### src/rtl/motor_ui_pkg.sv
// motor_ui_pkg: shared speed encoding, scan start pattern and counter sizing helper
package motor_ui_pkg;

    typedef enum logic [1:0] {SPD_0, SPD_1, SPD_2, SPD_3} speed_t;

    localparam logic [3:0] DIGIT_FIRST = 4'b0001;

    // Width of a counter that must reach n-1; never narrower than one bit
    function automatic int cnt_width(input int n);
        return (n > 1) ? $clog2(n) : 1;
    endfunction

endpackage

### src/rtl/button_debouncer.sv
// button_debouncer: 2-flop synchroniser, stable-level debounce and one-cycle press pulse
module button_debouncer
    import motor_ui_pkg::*;
#(
    parameter int DEBOUNCE_CYCLES = 1_000_000
) (
    input  logic clk,
    input  logic reset,
    input  logic btn,
    output logic press
);

    localparam int CW = cnt_width(DEBOUNCE_CYCLES);
    localparam logic [CW-1:0] LAST = CW'(DEBOUNCE_CYCLES - 1);

    logic s1, s2, level, level_prev;
    logic [CW-1:0] cnt;

    // A level is accepted once the synchronised value has differed from it for DEBOUNCE_CYCLES cycles
    always_ff @(posedge clk or posedge reset) begin
        if (reset) begin
            s1         <= 1'b0;
            s2         <= 1'b0;
            level      <= 1'b0;
            level_prev <= 1'b0;
            cnt        <= '0;
        end else begin
            s1         <= btn;
            s2         <= s1;
            level_prev <= level;
            if (s2 == level) begin
                cnt <= '0;
            end else if (cnt == LAST) begin
                level <= s2;
                cnt   <= '0;
            end else begin
                cnt <= cnt + 1'b1;
            end
        end
    end

    assign press = level & ~level_prev;

endmodule

### src/rtl/speed_command_encoder.sv
// speed_command_encoder: debounced up/down/stop buttons drive a saturating speed code,
// alongside a free-running one-hot digit scan for the display multiplexer.
module speed_command_encoder
    import motor_ui_pkg::*;
#(
    parameter int DEBOUNCE_CYCLES = 1_000_000,
    parameter int SCAN_CYCLES     = 100_000
) (
    input  logic       clk,
    input  logic       reset,
    input  logic       btn_up,
    input  logic       btn_down,
    input  logic       btn_stop,
    output logic [1:0] motor_speed,
    output logic [3:0] switch_enabler,
    output logic       speed_changed
);

    localparam int SW = cnt_width(SCAN_CYCLES);
    localparam logic [SW-1:0] SCAN_LAST = SW'(SCAN_CYCLES - 1);

    logic up, down, stop;
    speed_t state, next;
    logic [SW-1:0] scan_cnt;

    button_debouncer #(.DEBOUNCE_CYCLES(DEBOUNCE_CYCLES)) u_up (
        .clk(clk), .reset(reset), .btn(btn_up), .press(up)
    );
    button_debouncer #(.DEBOUNCE_CYCLES(DEBOUNCE_CYCLES)) u_down (
        .clk(clk), .reset(reset), .btn(btn_down), .press(down)
    );
    button_debouncer #(.DEBOUNCE_CYCLES(DEBOUNCE_CYCLES)) u_stop (
        .clk(clk), .reset(reset), .btn(btn_stop), .press(stop)
    );

    // Stop wins outright; opposing up/down presses cancel
    always_comb begin
        next = stop ? SPD_0
             : (up && !down && state != SPD_3) ? speed_t'(state + 2'd1)
             : (down && !up && state != SPD_0) ? speed_t'(state - 2'd1)
             : state;
    end

    always_ff @(posedge clk or posedge reset) begin
        if (reset) begin
            state         <= SPD_0;
            speed_changed <= 1'b0;
        end else begin
            state         <= next;
            speed_changed <= next != state;
        end
    end

    always_ff @(posedge clk or posedge reset) begin
        if (reset) begin
            scan_cnt       <= '0;
            switch_enabler <= DIGIT_FIRST;
        end else if (scan_cnt == SCAN_LAST) begin
            scan_cnt       <= '0;
            switch_enabler <= {switch_enabler[2:0], switch_enabler[3]};
        end else begin
            scan_cnt <= scan_cnt + 1'b1;
        end
    end

    assign motor_speed = state;

endmodule
### config.mk
export PLATFORM = sky130hd
export DESIGN_NAME = speed_command_encoder
export DESIGN_NICKNAME = d
export VERILOG_FILES = /design/src/rtl/motor_ui_pkg.sv /design/src/rtl/button_debouncer.sv /design/src/rtl/speed_command_encoder.sv
export SDC_FILE = /design/constraint.sdc
export NUM_CORES = 1
export LEC_CHECK = 0
export CORE_UTILIZATION = 60
export CTS_CLUSTER_DIAMETER = 120
export DETAILED_ROUTE_END_ITERATION = 8
export DONT_BUFFER_PORTS = 1
export PLACE_DENSITY = 0.76
export SETUP_SLACK_MARGIN = 0.5
export SLEW_MARGIN = 20
export SYNTH_ARGS = -nofsm -noshare
export SYNTH_HDL_FRONTEND = slang
export SYNTH_HIERARCHICAL = 1
export SYNTH_SLANG_ARGS = --single-unit
### constraint.sdc
create_clock -name clk -period 3.3 [get_ports clk]
set_clock_uncertainty 0.05 [all_clocks]
set_input_delay 0.165 -clock clk [delete_from_list [all_inputs] [get_ports clk]]
set_output_delay 0.165 -clock clk [all_outputs]
set_load 0.05 [all_outputs]
# ---- Word-level counts from Yosys, hierarchy flattened
# Cells that the tools add are included.
# Widths: inputs -> output; s select.
dict set report classes {
  mux 10
  eq_ne 9
  n_addsub 6
  n_bitwise 9
  reduce_logical 10
}
# op n
set op_table {}
lappend op_table {{$mux 20} 6}
lappend op_table {{$add 20x1->20 const B} 3}
lappend op_table {{$eq 20x20->1 const B} 3}
lappend op_table {{$add 17x1->17 const B} 1}
lappend op_table {{$eq 17x17->1 const B} 1}
lappend op_table {{$mux 17} 1}
lappend op_table {{$mux 2} 3}
lappend op_table {{$not 1->1} 6}
lappend op_table {{$reduce_and 2->1} 3}
lappend op_table {{$logic_and 1x1->1} 4}
lappend op_table {{$and 1x1->1} 3}
lappend op_table {{$eq 1x1->1} 3}
lappend op_table {{$add 2x1->2 const B} 1}
lappend op_table {{$logic_not 1->1} 2}
lappend op_table {{$ne 2x2->1} 1}
lappend op_table {{$ne 2x2->1 const B} 1}
lappend op_table {{$reduce_bool 2->1} 1}
lappend op_table {{$sub 2x1->2 const B} 1}
dict set report word_totals {
  regBits 96
  inputBits 5
  wordCells 63
  out_inout_bits 7
}

# ---- Longest topological paths before layout
# Gate-level depths: netlist of the first run.
dict set report logic_depth {
  ltp_word 9
  mapped_depth 6
}

# ---- Cells and area by module
# Netlist of the first run, hierarchy kept.
# mod n_inst cells_per_inst seq_area_each_um2 area_each_um2
set modules_own_cells {}
lappend modules_own_cells {{button_debouncer at u_down ...} 2 110 600.6 1181.1}
lappend modules_own_cells {speed_command_encoder 1 106 601.8 1151.1}
lappend modules_own_cells {{button_debouncer at u_stop} 1 111 600.6 1146.1}

# ---- Worst setup path before layout of the first run
# OpenSTA, ideal clock, no wires.
dict set report synth_path {
  kind {register to register}
  startpoint {register state[1] (netlist: motor_speed[1])}
  endpoint {register state[1] (netlist: motor_speed[1])}
  required_time_ns 3.125
  path_slack_ns 1.510
  stages_incl_launch_ff 5
  path_buffers 0
  arrival_ns 1.614
  setup_time_ns 0.125
  path_cell_list {dfrtp_1 inv_1 ha_1 a22o_1 a2111oi_0}
}
dict set report synth_via {
  elab_chain_cells 5
  elab_cells_between_ends 9
  classes_between {2 x add/sub; 1 x eq/ne; 3 x mux; 3 x reduce/logical}
}
# item line_no
set synth_rtl {}
lappend synth_rtl {{from (decl)} speed_command_encoder.sv:23} ;# speed_t state, next;
lappend synth_rtl {{from (signal assigned)} speed_command_encoder.sv:49} ;# state <= next;
lappend synth_rtl {{branches (longest 3 deep; another with $sub 2x1->2)} --}
lappend synth_rtl {{$mux 2 (*)} speed_command_encoder.sv:39} ;# : (up && !down && state != SPD_3) ? speed_t'(state + 2'd1)
lappend synth_rtl {{$mux 2 (*)} speed_command_encoder.sv:38} ;# next = stop ? SPD_0
lappend synth_rtl {{named net next[1]} speed_command_encoder.sv:23}
# Mark *: on every way through the listed nets, which the timed path passes.
# A chain may end at the register's enable or synchronous reset.

# ---- Worst setup path in the final report of the first run
dict set report layout_path {
  startpoint {register u_down.cnt[12]}
  endpoint {register u_down.cnt[6]}
}
dict set report layout_via {
  elab_chain_cells 3
}
# item line_no
set layout_rtl {}
lappend layout_rtl {{from (decl)} button_debouncer.sv:17} ;# logic [CW-1:0] cnt;
lappend layout_rtl {{from (signal assigned)} button_debouncer.sv:37} ;# cnt <= cnt + 1'b1;
lappend layout_rtl {{$eq 20x20->1} button_debouncer.sv:33} ;# end else if (cnt == LAST) begin
lappend layout_rtl {{$mux 20} button_debouncer.sv:33}
lappend layout_rtl {{$mux 20} button_debouncer.sv:31} ;# if (s2 == level) begin
# Every way passes these cells.

==> results of run 1 <==
power by group:
group / total, W / internal (W) / switching (W) / leakage, nW
Sequential: 0.00120 / 0.00119 / 0.0000106 / 1.30
Clock: 0.000730 / 0.000320 / 0.000410 / 0.0924
Combinational: 0.0000610 / 0.0000168 / 0.0000442 / 0.740
worst max-delay path, stage by stage, from the launching register on:
cell and delay (ns):
dfrtp_1 0.47, nor4b_2 0.30, nand2_1 0.13, o41ai_4 0.92
nor2_1 0.13
final timing paths:
path	start	end	slack (ns)	cells past startpoint
max	u_down/cnt[12]	u_down/cnt[6]	1.15	4
min	u_stop/s1	u_stop/s2	0.31	0
max reg2reg	u_down/cnt[12]	u_down/cnt[6]	1.15	4
min reg2reg	u_stop/s1	u_stop/s2	0.31	0
max in group asynchronous	reset	u_up/cnt[1]	2.14	2
min in group asynchronous	reset	motor_speed[1]	0.46	2
state kept, by name, indices dropped and copies added (netlist names), 2 cells and up:
signal          flops
u_up/cnt           20
scan_cnt           17
u_stop/cnt         20
motor_speed         2
u_down/cnt         20
switch_enabler      4
area by class of cell:
cell class,count,area (µm²)
tap,99,124
multi-input combinational,323,2170
sequential,96,2400
clock inverter,5,37.5
inverter,11,41.3
timing repair buffer,5,47.5
fill,589,2390
clock buffer,11,151
cell families (layout without fill, tap and decap cells):
logic type,Yosys count,in the layout
AOI/OAI and AO/OA,37,37
xor gates and xnor gates,57,57
adders and majority gates,6,6
buffers and inverters,18,32
DFF,96,96
muxes,10,10
and+or+nand+nor,213,213
routing by layer:
| layer | track usage (%) | part of all wire [%] | up-vias |
|---|---|---|---|
| met5 | 0 | 0 | - |
| met3 | 3.64 | 2.3 | 11 |
| met1 | 30.5 | 47 | 1567 |
| met4 | 7.93 | 1.4 | 0 |
| li1 | - | - | 1579 |
| met2 | 35.4 | 49 | 41 |
synthesized netlist by cell type (all sizes together), types with 9 or more instances:
library cell and n:
nor4 11, nand2 30, xor2 28, xnor2 29
nor3 14, a21oi 16, nor2 60, and3 9
inv 11, dfrtp 95, nand3 25, nand4 19
and4 10
stage by stage:
| stage | util (%) | setup slack (ns) | hold slack [ns] | total power, W |
|---|---|---|---|---|
| 5_1_grt | 67.5 | 0.935 | 0.298 | 0.00208 |
| 4_1_cts | 67.5 | 1.17 | 0.298 | 0.00202 |
| 6_report | 67.5 | 1.15 | 0.312 | 0.00199 |
| 3_3_place_gp | 64.4 | 1.25 | 0.146 | 0.00128 |
| 2_1_floorplan | - | 1.51 | 0.129 | 0.00127 |
| 3_5_place_dp | 64.4 | 1.17 | 0.146 | 0.00128 |
repair_timing:
action / CTS / global route
hold buffers: 4 / 0
hold endpoints to repair: 98 / 0
gates resized for setup: 0 / 0
==> results.sh, run 1 <==
export IMPL_grt_max_degree=25
export IMPL_synth_compound_area_share_pct=5.96
export IMPL_synthArstFlopShare_pct=100
export IMPL_vias_per_cell=5.81
export IMPL_yosys_area_top_type="dfrtp_1"
export IMPL_fin_area_um2=4980
export IMPL_syn2layout_area_growth_pct=6.82
export IMPL_drc_errors=0
export IMPL_final_cell_mix="95 x dfrtp_1, 60 x nor2_1, 30 x nand2_1"
export IMPL_crit_fanout=19
export IMPL_dp_cells=530
export IMPL_cts_sinks=96
export IMPL_critical_path_arrival_ns=2.30
export IMPL_final_common_cell="dfrtp_1"
export IMPL_clkLatencyLatePin_ns=0.35
export IMPL_cts_buffer_depth=2
export IMPL_grt_pass1_vias=3126
export IMPL_clkTransAtPathRegs_ns=0.10
export IMPL_ant_nets=0
export IMPL_place_area_um2=4750
export IMPL_setup_viol=0
export IMPL_dieArea_um2=8120
export IMPL_yosys_top_cells_area="dfrtp_1 51%, xnor2_1 5.5%, xor2_1 5.3%, nor2_1 4.8%, nand3_1 2.5%"
export IMPL_p_leak_nw=2.13
export IMPL_htreeDepth=3
export IMPL_start_util_pct=63.2
export IMPL_place_gp_congestion=0.811
export IMPL_synth_nets=448
export IMPL_cts_buffers=9
export IMPL_fin_tns_setup_ns=0
export IMPL_final_max_slew_viol_count=0
export IMPL_synth_area_per_cell_um2=10.7
export IMPL_cts_setup_buffers=0
export IMPL_synthCells=437
export IMPL_antenna_found_initial=0
export IMPL_status="complete, no violations"
export IMPL_hp_class="reg -> reg"
export IMPL_final_nets=457
export IMPL_drt_iter0_drc=122
export IMPL_hpwl_mm=5.51
export IMPL_rsz0062_at_grt="false"
export IMPL_yosysSeqAreaShare_pct=51.6
export IMPL_drive_above_1_share_pct=11.3
export IMPL_synth_warning_count=6
export IMPL_max_freq_mhz=466
export IMPL_synthMuxAreaShare_pct=2.34
export IMPL_crit_type="reg -> reg"
export IMPL_syn_cell_area_um2=4660
export IMPL_ys_ff_latch=96
export IMPL_coreArea_um2=7370
export IMPL_slew_headroom_pct=30.5
export IMPL_drv_cap=0
export IMPL_period_share_pct=65.0
export IMPL_powerDensity_nw_per_um2=400
export IMPL_synth_xor_area_share_pct=10.7
export IMPL_synthSimpleGateAreaFrac_pct=25.9
export IMPL_synthDominantCellAreaShare_pct=51.0
export IMPL_tightest_slew_ns=1.04
export IMPL_firstDrtPassIters=5
export IMPL_crit_path_start_kind="register"
export IMPL_die_x_um=90.1
export IMPL_die_h_um=90.1
export IMPL_synth_top_family_by_area="simple AND/OR/NAND/NOR gates"
export IMPL_grt_ovfl_total=0
export IMPL_synth_flop_cell="dfrtp_1"
export IMPL_routedWlPerCell_um=14.7
export IMPL_ir_drop_mv=0.331
export IMPL_ctsRootBufferMaster="clkbuf_8"
export IMPL_yosys_area_share_adder_pct=1.61
export IMPL_diodes=0
export IMPL_cp_required_ns=3.45
export IMPL_synth_edff_count=0
export IMPL_rows=31
export IMPL_dr_total_vias=3198
export IMPL_final_cells=550
export IMPL_cts_tree="built"
export IMPL_ios=12
export IMPL_drt_wl_total_mm=8.11
export IMPL_grt_util_all_layers_pct=22.1
export IMPL_io_buffers=0
export IMPL_grt_pass1_wl_mm=14.5
export IMPL_min_period_ns=2.15
export IMPL_endpoint_kind="register"
export IMPL_ys_types=45
export IMPL_final_hold_viol_count=0
Power figures use the tool's default switching activity.
==> run 2: changes to the inputs <==
Clock period 3.3 ns to 2.04 ns, I/O delays scaled along.
==> run 2 against run 1 <==
- core utilization grew 17 points
- total power rose by 76%
- largest cell class is now multi-input gates
- sequential cell count is the same
- highest routed layer unchanged
- sequential power increased by 62%
- largest power group unchanged
==> results.sh, run 2 (synthesis results as in run 1) <==
export IMPL_status="complete, no violations"
export IMPL_final_hold_viol_count=0
export IMPL_final_cell_mix="78 x buf_4, 68 x dfrtp_1, 40 x nor2_1"
export IMPL_grt_pass1_vias=3738
export IMPL_post_route_util_pct=84.8
export IMPL_coreArea_um2=7370
export IMPL_crit_type="reg -> reg"
export IMPL_drt_iter0_drc=228
export IMPL_cp_required_ns=2.24
export IMPL_cts_buffers=9
export IMPL_switching_share_pct=23.4
export IMPL_fin_tns_setup_ns=0
export IMPL_setup_viol=0
export IMPL_dr_total_vias=3927
export IMPL_vias_per_cell=6.15
export IMPL_final_max_slew_viol_count=0
export IMPL_clkLatencyLatePin_ns=0.36
export IMPL_fillers=356
export IMPL_hp_class="in -> reg"
export IMPL_cts_tree="built"
export IMPL_power_w=0.00351
export IMPL_die_x_um=90.1
export IMPL_max_freq_mhz=557
export IMPL_multiInputGateArea_um2=2660
export IMPL_min_period_ns=1.80
export IMPL_crit_path_start_kind="register"
export IMPL_final_cells=639
export IMPL_hpwl_mm=5.61
export IMPL_grt_max_degree=25
export IMPL_ant_nets=0
export IMPL_crit_fanout=5
export IMPL_ios=12
export IMPL_dp_cells=538
export IMPL_p_switching_w=0.000819
export IMPL_period_share_pct=88.0
export IMPL_ctsRootBufferMaster="clkbuf_8"
export IMPL_slew_headroom_pct=37.1
export IMPL_cts_buffer_depth=2
export IMPL_rows=31
export IMPL_drive_above_1_share_pct=44.3
export IMPL_final_common_cell="buf_4"
export IMPL_p_clk_share_pct=39.6
export IMPL_drc_errors=0
export IMPL_die_h_um=90.1
export IMPL_antenna_found_initial=0
export IMPL_p_leak_nw=2.63
export IMPL_seqPwrFrac_pct=55.4
export IMPL_seq_area_um2=2440
export IMPL_place_gp_congestion=0.826
export IMPL_pwr_share_comb_pct=5.0
export IMPL_power_internal_w=0.00269
export IMPL_dieArea_um2=8120
export IMPL_powerDensity_nw_per_um2=561
export IMPL_drt_wl_total_mm=12.2
export IMPL_final_nets=546
export IMPL_grt_util_all_layers_pct=26.5
export IMPL_rsz0062_at_grt="true"
export IMPL_firstDrtPassIters=4
export IMPL_grt_ovfl_total=0
export IMPL_start_util_pct=63.2
export IMPL_endpoint_kind="register"
export IMPL_syn2layout_area_growth_pct=34.2
export IMPL_ir_drop_mv=0.504
export IMPL_clkTransAtPathRegs_ns=0.10
export IMPL_io_buffers=0
export IMPL_grt_pass1_wl_mm=17.4
export IMPL_reg_top3="u_down/cnt x20, u_stop/cnt x20, u_up/cnt x20"
export IMPL_critical_path_arrival_ns=2.00
export IMPL_routedWlPerCell_um=19.0
export IMPL_htreeDepth=3
export IMPL_diodes=0
export IMPL_tightest_slew_ns=0.942
export IMPL_cts_sinks=96
export IMPL_drv_cap=0
export IMPL_r2r_slack_ns=0.24
run 2: cell types whose count changed in the layout (fill, tap and decap cells not counted), moves of 7 or more:
cell / previous run / this run
nor2_2: 0 / 12
a21oi_1: 15 / 5
a21oi_2: 1 / 11
buf_4: 1 / 78
nor2_4: 0 / 8
nand2_2: 0 / 7
nand2_1: 30 / 23
buf_6: 0 / 9
dfrtp_2: 0 / 27
dfrtp_1: 95 / 68
nor2_1: 60 / 40
and4_4: 0 / 8
nor4_1: 9 / 1
run 2: final timing paths:
check | startpoint | endpoint | depth (start not counted)
max | u_stop/cnt[1] | u_stop/cnt[6] | 7
min | btn_up | u_up/s1 | 1
max reg2reg | u_stop/cnt[1] | u_stop/cnt[6] | 7
min reg2reg | u_up/s1 | u_up/s2 | 0
max in group asynchronous | reset | u_up/cnt[6] | 2
min in group asynchronous | reset | scan_cnt[0] | 3
run 2: power groups by stage:
stage               Sequential (W)  Clock, W  Combinational (W)
floorplan                  0.00197         0          0.0000800
global placement           0.00197         0           0.000103
detailed placement         0.00198         0           0.000105
CTS                        0.00194   0.00139           0.000149
global route               0.00194   0.00148           0.000190
finish                     0.00194   0.00139           0.000174
run 2: per-stage QoR:
step / hold slack (ns) / worst slack, ns / cell area [µm²]
floorplan: 0.0657 / 0.391 / 4710
finish: 0.241 / 0.245 / 6250
detailed placement: 0.00794 / 0.286 / 4850
CTS: 0.237 / 0.388 / 5780
global placement: 0.00338 / 0.304 / 4850
global route: 0.236 / 0.235 / 6250
run 2: layout make-up:
cell class / count / share of cell area [%]
multi-input cells: 323 / 42.6
flip-flops and latches: 96 / 39.0
clock buffers: 9 / 1.98
clock inverters: 7 / 1.48
inverters: 11 / 0.660
repair buffers: 94 / 12.3
well taps: 99 / 1.98
run 2: what timing repair did:
action | in CTS | in global routing
hold buffers | 4 | 0
buffers inserted | 61 | 18
hold endpoints to repair | 99 | 0
setup endpoints to repair | 79 | 81
pin swaps | 32 | 21
gates cloned | 2 | 0
resized for setup | 64 | 79
run 2: per-layer routing:
layer / GRT usage (%) / vias to the layer above / routed length [µm]
met5: 0 / - / 0
met2: 45.7 / 154 / 6360
met4: 11.4 / 0 / 402
met1: 33.7 / 1975 / 4860
li1: - / 1756 / -
met3: 3.47 / 42 / 543
run 2: critical path, cell delays in order (launching register included):
cell and delay [ns]:
dfrtp_1 0.43, ha_4 0.18, nand2_2 0.06, or2_4 0.27, o31ai_4 0.31, buf_4 0.18, buf_8 0.14, nor2_2 0.06
